--- config.mk ---
export PLATFORM = sky130hd
export DESIGN_NAME = noc_input_unit
export DESIGN_NICKNAME = d
export VERILOG_FILES = /design/src/rtl/noc_pkg.sv /design/src/rtl/noc_flit_fifo.sv /design/src/rtl/noc_input_unit.sv
export SDC_FILE = /design/constraint.sdc
export NUM_CORES = 1
export LEC_CHECK = 0
export CORE_AREA = 2 2 139 168
export CTS_CLUSTER_DIAMETER = 80
export CTS_CLUSTER_SIZE = 40
export DETAILED_ROUTE_END_ITERATION = 7
export DIE_AREA = 0 0 141 170
export RECOVER_POWER = 25
export SETUP_SLACK_MARGIN = 0.5
export SYNTH_ARGS = -nofsm -noshare
export SYNTH_HDL_FRONTEND = slang
export SYNTH_SLANG_ARGS = --single-unit
--- constraint.sdc ---
create_clock -name clk -period 5.6 [get_ports clk]
set_input_delay 1.12 -clock clk [delete_from_list [all_inputs] [get_ports clk]]
set_output_delay 1.12 -clock clk [all_outputs]
set_load 0.02 [all_outputs]
--- src/rtl/noc_pkg.sv ---
// noc_pkg: shared NoC port indices, flit field offsets and the XY route helper.
package noc_pkg;
  typedef enum logic [2:0] {
    PORT_N = 3'd0,
    PORT_S = 3'd1,
    PORT_E = 3'd2,
    PORT_W = 3'd3,
    PORT_L = 3'd4
  } port_e;
  localparam int NUM_PORTS = 5;
  // Dest X sits at the flit LSBs; dest Y follows immediately above it.
  localparam int X_LSB = 0;
  function automatic logic [NUM_PORTS-1:0] xy_route(input int unsigned dx, dy, cx, cy);
    logic [NUM_PORTS-1:0] r;
    r = '0;
    r[dx > cx ? PORT_E : dx < cx ? PORT_W : dy > cy ? PORT_N : dy < cy ? PORT_S : PORT_L] = 1'b1;
    return r;
  endfunction
endpackage

--- src/rtl/noc_flit_fifo.sv ---
// noc_flit_fifo: flit buffer with wrap-bit pointers; storage is not reset, data_o reads 0 when empty.
module noc_flit_fifo #(
  parameter int DATA_W = 32,
  parameter int DEPTH  = 4
) (
  input  logic                     clk,
  input  logic                     rst,
  input  logic [DATA_W-1:0]        data_i,
  input  logic                     push_i,
  input  logic                     pop_i,
  output logic [DATA_W-1:0]        data_o,
  output logic                     full_o,
  output logic                     empty_o,
  output logic [$clog2(DEPTH):0]   count_o
);
  localparam int AW = $clog2(DEPTH);
  localparam int CW = AW + 1;
  logic [DATA_W-1:0] mem_q [DEPTH];
  logic [AW:0] wr_ptr_q, wr_ptr_d, rd_ptr_q, rd_ptr_d;
  logic push, pop;
  assign empty_o = wr_ptr_q == rd_ptr_q;
  assign full_o  = (wr_ptr_q[AW] != rd_ptr_q[AW]) && (wr_ptr_q[AW-1:0] == rd_ptr_q[AW-1:0]);
  assign count_o = wr_ptr_q - rd_ptr_q;
  assign push    = push_i && !full_o;
  assign pop     = pop_i && !empty_o;
  assign data_o  = empty_o ? '0 : mem_q[rd_ptr_q[AW-1:0]];
  always_comb begin
    wr_ptr_d = wr_ptr_q + CW'(push);
    rd_ptr_d = rd_ptr_q + CW'(pop);
  end
  always_ff @(posedge clk or posedge rst) begin
    if (rst) begin
      wr_ptr_q <= '0;
      rd_ptr_q <= '0;
    end else begin
      wr_ptr_q <= wr_ptr_d;
      rd_ptr_q <= rd_ptr_d;
    end
  end
  always_ff @(posedge clk) begin
    if (push) mem_q[wr_ptr_q[AW-1:0]] <= data_i;
  end
endmodule

--- src/rtl/noc_input_unit.sv ---
// noc_input_unit: input FIFO plus XY route computation producing a one-hot output request.
// NOC_ROUTE_REG_EN registers the route (req_o two cycles after push, one idle cycle between grants).
module noc_input_unit
  import noc_pkg::*;
#(
  parameter int          DATA_W = 32,
  parameter int          DEPTH  = 4,
  parameter int          X_W    = 2,
  parameter int          Y_W    = 2,
  parameter int unsigned CUR_X  = 0,
  parameter int unsigned CUR_Y  = 0
) (
  input  logic                   clk,
  input  logic                   rst,
  input  logic [DATA_W-1:0]      data_i,
  input  logic                   valid_i,
  output logic                   ready_o,
  output logic [NUM_PORTS-1:0]   req_o,
  output logic [DATA_W-1:0]      data_o,
  input  logic                   grant_i,
  output logic [$clog2(DEPTH):0] count_o
);
  localparam int Y_LSB = X_LSB + X_W;
  logic full, empty, pop;
  logic [NUM_PORTS-1:0] route_c;
  noc_flit_fifo #(.DATA_W(DATA_W), .DEPTH(DEPTH)) u_fifo (
    .clk     (clk),
    .rst     (rst),
    .data_i  (data_i),
    .push_i  (valid_i),
    .pop_i   (grant_i),
    .data_o  (data_o),
    .full_o  (full),
    .empty_o (empty),
    .count_o (count_o)
  );
  assign ready_o = !full;
  assign pop     = grant_i && !empty;
  assign route_c = empty ? '0 : xy_route(32'(data_o[X_LSB +: X_W]), 32'(data_o[Y_LSB +: Y_W]), CUR_X, CUR_Y);
`ifdef NOC_ROUTE_REG_EN
  logic valid_q, valid_d;
  logic [NUM_PORTS-1:0] route_q, route_d;
  // A pop invalidates the registered route until the new head has been routed.
  always_comb begin
    valid_d = !pop && !empty;
    route_d = route_c;
  end
  always_ff @(posedge clk or posedge rst) begin
    if (rst) begin
      valid_q <= 1'b0;
      route_q <= '0;
    end else begin
      valid_q <= valid_d;
      route_q <= route_d;
    end
  end
  assign req_o = valid_q ? route_q : '0;
`else
  assign req_o = route_c;
`endif
`ifndef SYNTHESIS
  always @(posedge clk) begin
    if (!rst) begin
      assert (!(grant_i && empty)) else $warning("noc_input_unit: grant while empty ignored");
      assert ($onehot0(req_o)) else $error("noc_input_unit: req_o not one-hot");
    end
  end
`endif
endmodule

==> flow_metrics.py, run 1 <==
metrics = {
    "outcome": {
        "outcome": "completed",
    },
    "logic_synthesis": {
        "synth_area_mm2": 0.00527,
        "yosysWarnings": 0,
        "synthCells": 245,
        "synth_top_family_by_area": "multiplexers",
        "ys_seq_elements": 134,
        "synth_adder_area_share_pct": 1.81,
        "synth-simple-area-share_pct": 5.11,
        "synth_xor_area_share_pct": 0.665,
        "ys_seq_area_share_pct": 75.8,
        "syn_area_per_cell_um2": 21.5,
        "synth_compound_area_share_pct": 0.0950,
        "synth_mux_area_share_pct": 14.0,
        "ys_types": 25,
    },
    "detailed_routing": {
        "finalWirelength_um": 10500,
        "viasPerCell": 4.09,
        "wl_per_cell_um": 16.8,
        "firstDrtPassIters": 4,
        "drt_iter0_drc": 107,
        "drcViolationCount": 0,
        "via_count": 2554,
        "final_antenna_net_count": 0,
    },
    "critical_path": {
        "critical-path-top-delay-family": "buffers and inverters",
        "critPathMaxFanout": 36,
        "r2r_cells": 9,
        "cp_slowest_stage_delay_ns": 0.65,
        "cpMaxStageDelayCell": "clkdlybuf4s50_1",
        "critPathRequiredTime_ns": 4.48,
        "worstSetupStartpointType": "flip-flop",
        "path_buf_inv": 3,
        "cp_cell_sequence": "buf_4 -> inv_1 -> ha_1 -> and3_2 -> nor4_1 -> clkdlybuf4s50_1",
        "arrival_ns": 3.05,
        "critPathKind": "flip-flop to primary output",
        "cp.depth": 6,
        "crit_path_end_kind": "primary output",
    },
    "placed_design": {
        "io_buffers": 74,
        "gp_congestion": 0.623,
        "dpl.hpwl_um": 6650,
    },
    "sta": {
        "fmax_ghz": 0.240,
        "fin_crit_sh_pct": 74.5,
        "finalHoldViolCount": 0,
        "tightest_slew_ns": 0.826,
        "rsz0062_at_grt": "false",
        "finalSetupTns_ns": 0,
        "drv_slew": 0,
        "slew_headroom_pct": 44.3,
        "setup_violations": 0,
        "layout_min_cycle_time_ns": 4.17,
        "skew_ns": 0.00682,
    },
    "global_route": {
        "grt_overflow": 0,
        "grt_max_degree": 37,
        "grt_pass1_wl_um": 15700,
        "grt_pass1_vias": 2789,
        "gr-usage-all-layers_pct": 9.07,
        "antenna_found_initial": 4,
    },
    "cts": {
        "clkTransAtPathRegs_ns": 0.06,
        "clk_latency_ns": 0.40,
        "tritoncts": "built",
        "ctsHtreeMaxLevel": 4,
        "post_cts_buffers": 0,
        "cts_buffers": 17,
        "cts_sinks": 134,
        "ctsResizeCount": 0,
        "clockBufferDepth": 2,
        "cts-root-buf": "clkbuf_16",
        "holdBufCountCts": 0,
    },
    "pwr": {
        "p_leak_uw": 0.00232,
        "irDropWorstVdd_mv": 0.284,
        "power_density_mw_per_mm2": 649,
    },
    "worst_hold_path": {
        "hold_class": "flip-flop to flip-flop",
        "holdPathStages": 1,
    },
    "die": {
        "start_util_pct": 23.6,
        "die_w_um": 141,
        "num_rows": 60,
        "dieArea_mm2": 0.0240,
        "ios": 77,
        "core_region_area_mm2": 0.0223,
        "die_y_um": 170,
    },
    "layout": {
        "drive_above_1_share_pct": 21.2,
        "syn_to_final_growth_pct": 32.1,
        "finish.utilization_pct": 31.2,
        "nets": 374,
        "final_cell_mix": "edfxtp_1, clkdlybuf4s50_1, nor2b_1",
        "final_common_cell": "edfxtp_1",
    },
    "job": {
        "maxCapViolations": 0,
    },
}
## path summary, 6_finish.rpt
check	end	slack, ns	from
max	req_o[0]	1.43	u_fifo.rd_ptr_q[1]
min	u_fifo.rd_ptr_q[2]	0.50	u_fifo.rd_ptr_q[2]
max reg2reg	u_fifo.wr_ptr_q[2]	2.95	u_fifo.rd_ptr_q[1]
min reg2reg	u_fifo.rd_ptr_q[2]	0.50	u_fifo.rd_ptr_q[2]
max in group asynchronous	u_fifo.rd_ptr_q[1]	4.30	rst
min in group asynchronous	u_fifo.rd_ptr_q[0]	1.10	rst
## area by class of cell
| class | count | area [µm²] |
|---|---|---|
| clock inverters | 14 | 198 |
| fillers | 2129 | 15300 |
| clock buffers | 18 | 429 |
| repair buffers | 80 | 786 |
| multi-input cells | 91 | 1170 |
| well taps | 279 | 349 |
| flip-flops and latches | 134 | 4000 |
| diodes | 1 | 2.50 |
| inverters | 7 | 26.3 |
## state kept, by name, summed over array words and instances (netlist names)
| register | flops |
|---|---|
| u_fifo.mem_q | 128 |
| u_fifo.rd_ptr_q | 3 |
| u_fifo.wr_ptr_q | 3 |
## cell usage after synthesis
cell | count | area (µm²)
nor3_1 | 4 | 20.0
dfrtp_1 | 6 | 150
o21ai_0 | 1 | 5.00
edfxtp_1 | 128 | 3840
buf_2 | 5 | 25.0
nand2_1 | 1 | 3.75
nor2_1 | 3 | 11.3
buf_6 | 2 | 22.5
clkbuf_1 | 2 | 7.51
buf_12 | 1 | 20.0
xor2_1 | 2 | 17.5
nor2b_1 | 33 | 206
and3b_1 | 1 | 8.76
xnor2_1 | 2 | 17.5
conb_1 | 1 | 3.75
inv_1 | 7 | 26.3
or2_2 | 1 | 6.26
nor4_1 | 1 | 6.26
and3_1 | 1 | 6.26
clkbuf_2 | 1 | 5.00
ha_1 | 6 | 75.1
mux4_1 | 4 | 105
fa_1 | 1 | 20.0
mux4_2 | 28 | 631
buf_4 | 3 | 22.5
## per-stage QoR
stage	hold slack [ns]	setup slack, ns	cell area, µm²	instances	total power [µW]
after floorplan	0.459	1.45	5270	246	2610
after global placement	0.472	1.76	6330	591	3410
after detailed placement	0.482	1.76	6330	591	3440
after CTS	0.492	1.32	6950	623	4600
after global routing	0.516	1.22	6950	623	4750
final	0.502	1.43	6960	624	4510
## kinds of logic (layout without fill, tap and decap cells)
| kind of cell | after synthesis | count (layout) |
|---|---|---|
| xor+xnor | 4 | 4 |
| simple gates | 45 | 45 |
| mux | 32 | 32 |
| other cells | 1 | 3 |
| buf+inv | 21 | 119 |
| compound gates | 1 | 1 |
| flops | 134 | 134 |
| fa+ha+maj | 7 | 7 |
## per-layer routing
metal	track usage [%]	up-vias	wire length [µm]
li1	-	1143	-
met1	10.2	1302	4170
met2	15.9	84	5510
met3	3.04	23	588
met4	3.43	2	222
met5	0	-	7
## power by group
group / internal [µW] / switching [µW]
logic: 902 / 1000
clock network: 750 / 403
registers: 1360 / 94.2
(Power assumes the default switching activity.)
==> run 2, diff against run 1 <==
==> constraint.sdc (replaced) <==
create_clock -name clk -period 3.68 [get_ports clk]
set_input_delay 0.736 -clock clk [delete_from_list [all_inputs] [get_ports clk]]
set_output_delay 0.736 -clock clk [all_outputs]
set_load 0.02 [all_outputs]
==> flow_metrics.py, run 2 (same netlist as run 1, synthesis figures left out) <==
metrics = {
    "outcome": {
        "outcome": "completed",
    },
    "die": {
        "num_rows": 60,
        "die_w_um": 141,
        "ios": 77,
        "dieArea_mm2": 0.0240,
        "die_y_um": 170,
        "core_region_area_mm2": 0.0223,
        "start_util_pct": 23.6,
    },
    "layout": {
        "final_common_cell": "edfxtp_1",
        "final_cell_mix": "edfxtp_1, nor2b_1, dlygate4sd2_1",
        "drive_above_1_share_pct": 22.6,
        "num_antenna_cells": 0,
        "largest_reg_flops": 128,
        "nets": 381,
        "syn_to_final_growth_pct": 33.6,
        "final_area_mm2": 0.00703,
    },
    "global_route": {
        "grt_overflow": 0,
        "antenna_found_initial": 2,
        "gr-usage-all-layers_pct": 9.38,
        "grt_pass1_vias": 2841,
        "grt_max_degree": 35,
        "grt_pass1_wl_um": 16400,
    },
    "placed_design": {
        "io_buffers": 74,
        "postPlaceCellArea_mm2": 0.00638,
        "gp_congestion": 0.645,
        "dpl.hpwl_um": 6440,
    },
    "critical_path": {
        "critPathKind": "flip-flop to primary output",
        "critPathMaxFanout": 3,
        "crit_path_end_kind": "primary output",
        "critPathRequiredTime_ns": 2.94,
        "r2r_slack_ns": 1.37,
        "arrival_ns": 2.34,
        "worstSetupStartpointType": "flip-flop",
    },
    "sta": {
        "skew_ns": 0.00472,
        "slew_headroom_pct": 63.3,
        "fin_crit_sh_pct": 83.6,
        "setup_violations": 0,
        "finalSetupTns_ns": 0,
        "tightest_slew_ns": 0.550,
        "rsz0062_at_grt": "false",
        "drv_slew": 0,
        "fmax_ghz": 0.325,
        "layout_min_cycle_time_ns": 3.08,
        "finalHoldViolCount": 0,
    },
    "detailed_routing": {
        "final_antenna_net_count": 0,
        "wl_met1_um": 4570,
        "highest-signal-layer": "met5",
        "viasPerCell": 4.07,
        "wl_met3_um": 595,
        "finalWirelength_um": 10700,
        "wl_met2_um": 5330,
        "drcViolationCount": 0,
        "via_count": 2557,
        "drt_iter0_drc": 116,
        "wl_per_cell_um": 17.0,
        "firstDrtPassIters": 4,
    },
    "cts": {
        "clockBufferDepth": 2,
        "clkTransAtPathRegs_ns": 0.05,
        "ctsHtreeMaxLevel": 4,
        "clk_latency_ns": 0.41,
        "cts_sinks": 134,
        "tritoncts": "built",
        "cts_buffers": 17,
        "cts-root-buf": "clkbuf_16",
    },
    "pwr": {
        "p_leak_uw": 0.00247,
        "irDropWorstVdd_mv": 0.341,
        "power_density_mw_per_mm2": 967,
    },
    "job": {
        "maxCapViolations": 0,
    },
    "worst_hold_path": {
        "hold_class": "flip-flop to flip-flop",
    },
}
run 2: final cells by class:
cell class / instances / area [µm²]
repair buffers: 86 / 831
well taps: 279 / 349
fillers: 2140 / 15300
clock buffers: 21 / 440
inverters: 7 / 26.3
clock inverters: 10 / 179
flip-flops and latches: 134 / 4000
multi-input cells: 92 / 1210
run 2: per-stage QoR:
| step | instances | power [µW] | hold WS, ns | worst slack (ns) | utilization, % |
|---|---|---|---|---|---|
| 6_report | 629 | 6800 | 0.489 | 0.603 | 31.5 |
| 5_1_grt | 629 | 7210 | 0.521 | 0.518 | 31.5 |
| 4_1_cts | 629 | 6940 | 0.494 | 0.418 | 31.4 |
| 3_5_place_dp | 595 | 5290 | 0.486 | 0.454 | 28.6 |
| 3_3_place_gp | 595 | 5250 | 0.475 | 0.541 | 28.6 |
| 2_1_floorplan | 246 | 3970 | 0.459 | 0.430 | - |
run 2: final timing paths:
kind                               startpoint                 end  depth (start not counted)
max in group asynchronous                 rst  u_fifo.rd_ptr_q[1]                          2
hold reg to reg            u_fifo.wr_ptr_q[2]  u_fifo.wr_ptr_q[2]                          1
setup reg to reg           u_fifo.rd_ptr_q[0]  u_fifo.mem_q[1][6]                          7
hold / removal             u_fifo.wr_ptr_q[2]  u_fifo.wr_ptr_q[2]                          1
min in group asynchronous                 rst  u_fifo.rd_ptr_q[2]                          2
setup / recovery           u_fifo.rd_ptr_q[0]          count_o[2]                          5
run 2: critical path, cell delays in order, from the launching register on:
cell,delay (ns)
dfrtp_2,0.43
buf_4,0.15
ha_1,0.20
fa_1,0.37
xnor2_1,0.16
clkdlybuf4s50_1,0.63
run 2: repair_timing:
item,CTS,global route
buffers inserted,2,0
gates cloned,1,0
resized for setup,40,8
pin swaps,1,0
hold buffers,0,0
endpoints found under the setup margin,36,23
run 2: metal layers:
metal	vias to the layer above	global-route usage, %
met5	-	0
met4	2	3.22
met3	16	3.69
met2	63	15.8
met1	1316	10.9
li1	1160	-
run 2: where the power goes:
part | internal (µW) | total, µW | switching [µW]
clock network | 1190 | 1770 | 579
registers | 2070 | 2180 | 103
logic | 1240 | 2860 | 1620
total | 4500 | 6800 | 2300
